**config.mk**
```make
export PLATFORM = sky130hd
export DESIGN_NAME = tmr0_peripheral
export DESIGN_NICKNAME = d
export VERILOG_FILES = /design/src/rtl/tmr0_peripheral.sv
export SDC_FILE = /design/constraint.sdc
export NUM_CORES = 1
export LEC_CHECK = 0
export BUFFER_PORTS_ARGS = -buffer_cell sky130_fd_sc_hd__buf_2
export CAP_MARGIN = 20
export CORE_UTILIZATION = 25
export CTS_CLUSTER_SIZE = 14
export DETAILED_ROUTE_END_ITERATION = 16
export PLACE_DENSITY = 0.46
export SLEW_MARGIN = 15
export SYNTH_ARGS = -nofsm -noshare
export SYNTH_HDL_FRONTEND = slang
export SYNTH_SLANG_ARGS = --single-unit
```
**constraint.sdc**
```tcl
create_clock -name clk -period 2.5 [get_ports clk]
set_clock_uncertainty 0.2 [all_clocks]
set_input_delay 0.375 -clock clk [delete_from_list [all_inputs] [get_ports clk]]
set_output_delay 0.375 -clock clk [all_outputs]
set_load 0.005 [all_outputs]
```
**src/rtl/tmr0_peripheral.sv**
```systemverilog
// TMR0 timer/counter with 8-bit prescaler and OPTION_REG, sitting on the core register-file bus.
// Define TMR0_EXT_CLK_EN to build the t0cki external-clock path (synchronizer, edge detect, T0CS/T0SE).
module tmr0_peripheral #(
    parameter logic [8:0] TMR0_ADDR   = 9'h001,
    parameter logic [8:0] OPTION_ADDR = 9'h081
) (
    input  logic       clk,
    input  logic       rst,
    input  logic [8:0] extern_peripherals_addr,
    input  logic [7:0] extern_peripherals_data_in,
    input  logic       extern_peripherals_wr_en,
    output logic [7:0] extern_peripherals_data_out,
    input  logic       t0cki,
    output logic       t0if_set,
    output logic [7:0] option_out
);

    logic [1:0] q_q, q_d;
    logic [7:0] tmr0_q, tmr0_d;
    logic [7:0] option_q, option_d;
    logic [7:0] psc_q, psc_d;
    logic [1:0] inhib_q, inhib_d;
    logic       t0if_q, t0if_d;

    logic       tmr0_sel, opt_sel, tmr0_wr, opt_wr;
    logic       instr_tick, ext_tick, src_tick, inc;
    logic [7:0] psc_max;
    logic       unused_ok;

    // Bank mirrors share the low 8 address bits, so bit 8 is never decoded.
    assign tmr0_sel = (extern_peripherals_addr[7:0] == TMR0_ADDR[7:0]);
    assign opt_sel  = (extern_peripherals_addr[7:0] == OPTION_ADDR[7:0]);
    assign tmr0_wr  = extern_peripherals_wr_en && tmr0_sel;
    assign opt_wr   = extern_peripherals_wr_en && opt_sel;

    always_comb begin
        extern_peripherals_data_out = 8'h00;
        if (tmr0_sel) begin
            extern_peripherals_data_out = tmr0_q;
        end else if (opt_sel) begin
            extern_peripherals_data_out = option_q;
        end
    end

    assign instr_tick = (q_q == 2'd3);
    assign t0if_set   = t0if_q;
    assign option_out = option_q;

`ifdef TMR0_EXT_CLK_EN
    logic sync1_q, sync2_q, edge_q;

    always_ff @(posedge clk or posedge rst) begin
        if (rst) begin
            sync1_q <= 1'b0;
            sync2_q <= 1'b0;
            edge_q  <= 1'b0;
        end else begin
            sync1_q <= t0cki;
            sync2_q <= sync1_q;
            edge_q  <= sync2_q;
        end
    end

    assign ext_tick  = option_q[4] ? (~sync2_q & edge_q) : (sync2_q & ~edge_q);
    assign src_tick  = option_q[5] ? ext_tick : instr_tick;
    assign unused_ok = &{1'b0, extern_peripherals_addr[8]};
`else
    assign ext_tick  = 1'b0;
    assign src_tick  = instr_tick;
    assign unused_ok = &{1'b0, extern_peripherals_addr[8], t0cki, option_q[5:4], ext_tick};
`endif

    // Terminal prescaler count is 2^(PS+1)-1, i.e. 8'hFF shifted down by (7-PS).
    assign psc_max = 8'hFF >> (3'd7 - option_q[2:0]);

    always_comb begin
        q_d      = q_q + 2'd1;
        psc_d    = psc_q;
        tmr0_d   = tmr0_q;
        option_d = option_q;
        inhib_d  = inhib_q;
        t0if_d   = 1'b0;
        inc      = 1'b0;

        if (src_tick && (inhib_q == 2'd0)) begin
            if (option_q[3]) begin
                inc = 1'b1;
            end else if (psc_q == psc_max) begin
                psc_d = 8'h00;
                inc   = 1'b1;
            end else begin
                psc_d = psc_q + 8'd1;
            end
        end

        if (instr_tick && (inhib_q != 2'd0)) begin
            inhib_d = inhib_q - 2'd1;
        end

        // A TMR0 write overrides a coincident increment and restarts the inhibit window.
        if (tmr0_wr) begin
            tmr0_d  = extern_peripherals_data_in;
            psc_d   = 8'h00;
            inhib_d = 2'd2;
        end else if (inc) begin
            tmr0_d = tmr0_q + 8'd1;
            t0if_d = (tmr0_q == 8'hFF);
        end

        if (opt_wr) begin
            option_d = extern_peripherals_data_in;
            psc_d    = 8'h00;
        end
    end

    always_ff @(posedge clk or posedge rst) begin
        if (rst) begin
            q_q      <= 2'd0;
            tmr0_q   <= 8'h00;
            option_q <= 8'hFF;
            psc_q    <= 8'h00;
            inhib_q  <= 2'd0;
            t0if_q   <= 1'b0;
        end else begin
            q_q      <= q_d;
            tmr0_q   <= tmr0_d;
            option_q <= option_d;
            psc_q    <= psc_d;
            inhib_q  <= inhib_d;
            t0if_q   <= t0if_d;
        end
    end

endmodule

```
==> results of run 1 <==
path summary, 6_finish.rpt:
kind	start	endpoint	slack (ns)
min	extern_peripherals_data_in[0]	tmr0_q[0]	0.12
min reg2reg	q_q[0]	q_q[0]	0.22
min in group asynchronous	rst	psc_q[4]	0.51
max in group asynchronous	rst	option_out[0]	1.26
max reg2reg	option_out[1]	tmr0_q[4]	0.17
max	option_out[1]	tmr0_q[4]	0.17
cells by family after synthesis:
family                     share of synthesized area (%)
DFF                                                 41.8
xor gates and xnor gates                            1.99
buffers and inverters                               5.05
muxes                                               6.26
and+or+nand+nor                                     21.2
adders and majority gates                           2.85
AOI/OAI and AO/OA                                   20.8
stage by stage:
stage,cells,cell area (um2)
final,326,2160
after global placement,317,2070
after global routing,326,2160
after floorplan,185,1760
after CTS,326,2160
after detailed placement,317,2070
sequential cells by signal, summed over array words and instances, names as in the netlist:
| register | flops |
|---|---|
| t0if_set | 1 |
| psc_q | 8 |
| inhib_q | 2 |
| tmr0_q | 8 |
| q_q | 2 |
| option_out | 8 |
metal layers:
| layer | wire (um) | track usage [%] |
|---|---|---|
| met5 | 0 | 0 |
| met4 | 55 | 4.09 |
| met3 | 129 | 2.41 |
| met2 | 1800 | 18.0 |
| met1 | 2320 | 18.3 |
worst min-delay path, cell delays in order:
cell,delay (ns)
buf_2,0.09
nand2_1,0.04
o21ai_0,0.06
cell type report:
class / instances / area, um2 / share of cell area, %
Clock inverter: 2 / 10.0 / 0.463
Timing Repair Buffer: 45 / 253 / 11.7
Clock buffer: 6 / 72.6 / 3.36
Inverter: 9 / 33.8 / 1.56
Sequential cell: 29 / 736 / 34.1
Multi-Input combinational cell: 139 / 935 / 43.3
Tap cell: 96 / 120 / 5.56
where the power goes:
group | internal [uW] | leakage [uW] | total (uW) | switching [uW]
Combinational | 140 | 0.000668 | 278 | 138
Clock | 192 | 0.0000450 | 374 | 182
Sequential | 533 | 0.000299 | 610 | 77.1
layout by cell type, fill, tap and decap left out, types with 8 or more instances in the layout:
| cell type | count |
|---|---|
| buf_2 | 35 |
| dfrtp_1 | 21 |
| nand2_1 | 19 |
| nor2_1 | 14 |
| nand3_1 | 12 |
| a21oi_1 | 10 |
| inv_1 | 9 |
| buf_4 | 9 |
| mux2_2 | 8 |
| dfstp_2 | 8 |
==> flow_metrics.py, run 1 <==
metrics = {
    "global_routing": {
        "grt-ovfl-total": 0,
        "grt_pass1_vias": 1424,
        "track_usage_pct": 12.4,
        "grt_pass1_wl_mm": 7.12,
        "grt_start_max_net_pins": 30,
        "grt_antenna_before_repair": 0,
    },
    "hold_path": {
        "whs_path_depth": 3,
        "hp-class": "primary input to flip-flop",
    },
    "worst_setup_path": {
        "cp_cell_sequence": "or3_4, o311ai_4, a41oi_2, buf_4, or3_1, a31oi_1",
        "worstPathMaxFanout": 12,
        "ff2ff_path_depth": 6,
        "critPathBufInv": 1,
        "cp_slowest_stage_delay_ns": 0.43,
        "cp.arrival_ns": 2.33,
        "critPathKind": "flip-flop to flip-flop",
        "crit_required_ns": 2.51,
        "critPathSlowestCell": "dfstp_2",
        "critPathTopFamily": "simple AND/OR/NAND/NOR gates",
        "start_kind": "flip-flop",
        "crit_cells": 6,
        "endpoint_kind": "flip-flop",
    },
    "logic_synthesis": {
        "synth_warnings": 0,
        "ys_types": 45,
        "synth_flop_cell": "dfrtp_1",
        "synth_edf_count": 0,
        "synthTopCellsByArea": "dfrtp_1, dfstp_2, mux2_2",
        "syn_area_mm2": 0.00176,
        "synthDominantCellAreaShare_pct": 29.9,
        "syn_avg_cell_area_um2": 9.51,
        "async_reset_ff_share_pct": 100,
        "syn-num-nets": 210,
        "synthCells": 185,
        "synth-seq-cells": 29,
        "yosys.area.top_type": "dfrtp_1",
        "yosysSeqAreaShare_pct": 41.8,
        "yosysMostFrequentCell": "dfrtp_1",
        "yosys-top-cells-count": "dfrtp_1, nand2_1, nor2_1",
    },
    "floorplanning": {
        "pin_count": 38,
        "initial_utilization_pct": 25.9,
        "die_w_um": 85.9,
        "die_y_um": 85.9,
        "fp.coreArea_mm2": 0.00679,
        "row_count": 30,
        "design.die.area_mm2": 0.00738,
    },
    "sta": {
        "setup_viol": 0,
        "hold_slack_ns": 0.124,
        "timing.setup.tns_ns": 0,
        "grt_setup_unrepaired": "no",
        "fmax_mhz": 430,
        "final.min_clock_period_ns": 2.33,
        "slew_headroom_pct": 68.0,
        "max_slew.worst_pin.slew_ns": 0.467,
        "period_share_pct": 93.1,
        "maxSlewViolCount": 0,
        "finalHoldViolations": 0,
        "fin_ws_ns": 0.173,
    },
    "routing": {
        "drtIter0Drc": 71,
        "vias_per_cell": 4.71,
        "drtAntennaViolNets": 0,
        "wirelength_mm": 4.30,
        "firstDrtPassIters": 4,
        "drc": 0,
        "post_drt_wl_per_cell_um": 13.2,
        "num_vias": 1537,
    },
    "placement": {
        "gp_congestion": 0.728,
        "port_buffers": 35,
        "pre_cts_ws_ns": 0.171,
        "hpwl_mm": 3.11,
    },
    "cts": {
        "clockBufferDepth": 2,
        "numCtsBuffers": 5,
        "cts_hold_buffers": 1,
        "clockRootBuffer": "clkbuf_8",
        "post_cts_buffers": 0,
        "cts-resized-gates": 0,
        "path_clk_slew_ns": 0.07,
        "clkLatencyLatePin_ns": 0.28,
        "htreeDepth": 2,
        "clock_sink_count": 29,
        "cts_tree": "yes",
    },
    "finish": {
        "post_route_cells_drive_above_1_share_pct": 33.0,
        "antenna_cells": 0,
        "layout.nets": 254,
        "syn_to_final_growth_pct": 22.8,
        "final_core_util_pct": 31.8,
        "fillCellCount": 701,
    },
    "pwr": {
        "leakagePower_uw": 0.00101,
        "power_uw": 1260,
        "powerDensity_mw_per_mm2": 585,
        "irDropWorstVdd_v": 0.000139,
    },
    "status": {
        "outcome": "completed",
    },
    "run": {
        "cap_viol_max_count": 0,
    },
}
Note: power is estimated with default switching activity, not from simulation.
==> inputs of run 2 (changes only) <==
--- a/config.mk
+++ b/config.mk
@@ -6,11 +6,12 @@
 export NUM_CORES = 1
 export LEC_CHECK = 0
 export BUFFER_PORTS_ARGS = -buffer_cell sky130_fd_sc_hd__buf_2
-export CAP_MARGIN = 20
+export CAP_MARGIN = 10
 export CORE_UTILIZATION = 25
 export CTS_CLUSTER_SIZE = 14
 export DETAILED_ROUTE_END_ITERATION = 16
 export PLACE_DENSITY = 0.46
+export SKIP_CTS_REPAIR_TIMING = 1
 export SLEW_MARGIN = 15
 export SYNTH_ARGS = -nofsm -noshare
 export SYNTH_HDL_FRONTEND = slang
==> constraint.sdc (replaced) <==
create_clock -name clk -period 2.5 [get_ports clk]
set_clock_uncertainty 0.2 [all_clocks]
set_input_delay 0.375 -clock clk [delete_from_list [all_inputs] [get_ports clk]]
set_output_delay 0.375 -clock clk [all_outputs]
set_load 0.05 [all_outputs]
==> run 2 against run 1 <==
  * Sequential power is essentially flat
  * Combinational power grew 7.6%
  * The flow now finishes with violations (hold timing)
  * Highest routed layer unchanged
  * Clock-buffer cell count grew 2
  * Critical endpoint is now tmr0_q[6]
  * Via count grew 2.6%
  * Total power grew 4.1%
  * Wire length grew 2.5%
  * Global-route usage grew 0.12 points
  * Clock power grew 8.0%
  * Non-clock buffer count grew 1
  * Critical path depth is the same
  * First-iteration DRC count grew 28%
==> flow_metrics.py, run 2 (same netlist as run 1, synthesis figures left out) <==
metrics = {
    "status": {
        "outcome": "finished with violations",
        "violations": "hold timing",
    },
    "pwr": {
        "comb_power_share_pct": 22.8,
        "p_seq_share_pct": 46.5,
        "powerDensity_mw_per_mm2": 605,
        "intPower_uw": 895,
        "clockPowerShare_pct": 30.8,
        "switchingPower_uw": 419,
        "swShare_pct": 31.9,
        "leakagePower_uw": 0.00102,
        "irDropWorstVdd_v": 0.000184,
    },
    "sta": {
        "setup_viol": 0,
        "timing.setup.tns_ns": 0,
        "max_slew.worst_pin.slew_ns": 0.462,
        "maxSlewViolCount": 0,
        "period_share_pct": 95.2,
        "hold_slack_ns": -0.0393,
        "fmax_mhz": 420,
        "final.min_clock_period_ns": 2.38,
        "slew_headroom_pct": 69.2,
        "fin_ws_ns": 0.119,
        "grt_setup_unrepaired": "no",
        "finalHoldViolations": 21,
    },
    "finish": {
        "ff_latch_area_um2": 736,
        "antenna_cells": 0,
        "post_route_cells_drive_above_1_share_pct": 33.3,
        "layout_common_cells": "buf_2, dfrtp_1, nand2_1, nor2_1, nand3_1",
        "layout.nets": 255,
        "multi_input_area_um2": 935,
        "fillCellCount": 731,
        "syn_to_final_growth_pct": 23.5,
        "final_common_cell": "buf_2",
    },
    "cts": {
        "clockRootBuffer": "clkbuf_8",
        "clockBufferDepth": 2,
        "htreeDepth": 2,
        "clock_sink_count": 29,
        "cts_tree": "yes",
        "numCtsBuffers": 5,
        "path_clk_slew_ns": 0.07,
        "clkLatencyLatePin_ns": 0.28,
    },
    "placement": {
        "port_buffers": 35,
        "hpwl_mm": 3.13,
        "pre_cts_ws_ns": 0.149,
        "gp_congestion": 0.734,
    },
    "hold_path": {
        "hp-class": "primary input to async pin",
    },
    "worst_setup_path": {
        "endpoint_kind": "flip-flop",
        "start_kind": "flip-flop",
        "timing.reg2reg.setup_slack_ns": 0.12,
        "cp.arrival_ns": 2.38,
        "cp_cell_sequence": "or3_4, o311ai_4, a41oi_2, buf_4, or3_1, a31oi_1",
        "crit_required_ns": 2.50,
        "timing.rr.end": "tmr0_q[6]",
        "reg2reg_from": "option_out[1]",
        "critPathSlowestCell": "dfstp_2",
        "cp_slowest_stage_delay_ns": 0.43,
        "worstPathMaxFanout": 12,
        "critPathKind": "flip-flop to flip-flop",
        "ff2ff_path_depth": 6,
    },
    "routing": {
        "drc": 0,
        "firstDrtPassIters": 4,
        "post_drt_wl_per_cell_um": 13.5,
        "drtAntennaViolNets": 0,
        "num_vias": 1577,
        "drtIter0Drc": 91,
        "vias_per_cell": 4.82,
        "wirelength_mm": 4.41,
    },
    "floorplanning": {
        "die_y_um": 85.9,
        "die_w_um": 85.9,
        "design.die.area_mm2": 0.00738,
        "fp.coreArea_mm2": 0.00679,
        "pin_count": 38,
        "initial_utilization_pct": 25.9,
        "row_count": 30,
    },
    "run": {
        "cap_viol_max_count": 0,
    },
    "global_routing": {
        "grt-ovfl-total": 0,
        "grt_antenna_before_repair": 0,
        "grt_pass1_vias": 1382,
        "grt_start_max_net_pins": 30,
        "track_usage_pct": 12.5,
        "grt_pass1_wl_mm": 7.09,
    },
}
-- run 2: area by class of cell --
type,instances,share of cell area (%)
clock buffers,8,4.15
flip-flops and latches,29,33.9
inverters,9,1.56
multi-input cells,139,43.0
well taps,96,5.53
repair buffers,46,11.9
-- run 2: stage by stage --
stage / util [%] / power, uW / hold slack (ns) / instance area, um2 / std cells
final: 32.0 / 1310 / -0.0393 / 2170 / 327
after global routing: 32.0 / 1390 / 0.0144 / 2170 / 327
after CTS: 32.0 / 1330 / -0.0207 / 2170 / 327
after detailed placement: 30.6 / 917 / 0.221 / 2080 / 319
after global placement: 30.6 / 914 / 0.221 / 2080 / 319
after floorplan: - / 835 / 0.201 / 1760 / 185
-- run 2: routing by layer --
layer  GRT usage [%]  wire length (um)  up-vias
met5               0                 0        -
met4            4.55                73        0
met3            2.41               199        6
met2            18.2              1860       38
met1            18.3              2280      757
li1                -                 -      776
-- run 2: critical path, delay by kind of cell, from the launching register on --
family	cells	cell delay [ns]
and+or+nand+nor	2	0.74
DFF	1	0.43
AOI/OAI and AO/OA	3	0.72
buffers and inverters	1	0.21
-- run 2: worst max-delay path by stage --
stage                   from   endpoint  cells after the start
2_1_floorplan  option_out[1]  tmr0_q[4]                      8
3_3_place_gp   option_out[1]  tmr0_q[4]                      6
3_5_place_dp   option_out[1]  tmr0_q[6]                      8
4_1_cts        option_out[1]  tmr0_q[6]                      8
5_1_grt        option_out[1]  tmr0_q[6]                      8
6_report       option_out[1]  tmr0_q[6]                      6
-- run 2: power groups by stage --
stage	Clock, uW	Sequential, uW	Combinational [uW]
5_1_grt	437	620	333
3_5_place_dp	0	618	299
4_1_cts	418	610	302
6_report	404	611	299
3_3_place_gp	0	617	297
2_1_floorplan	0	619	217
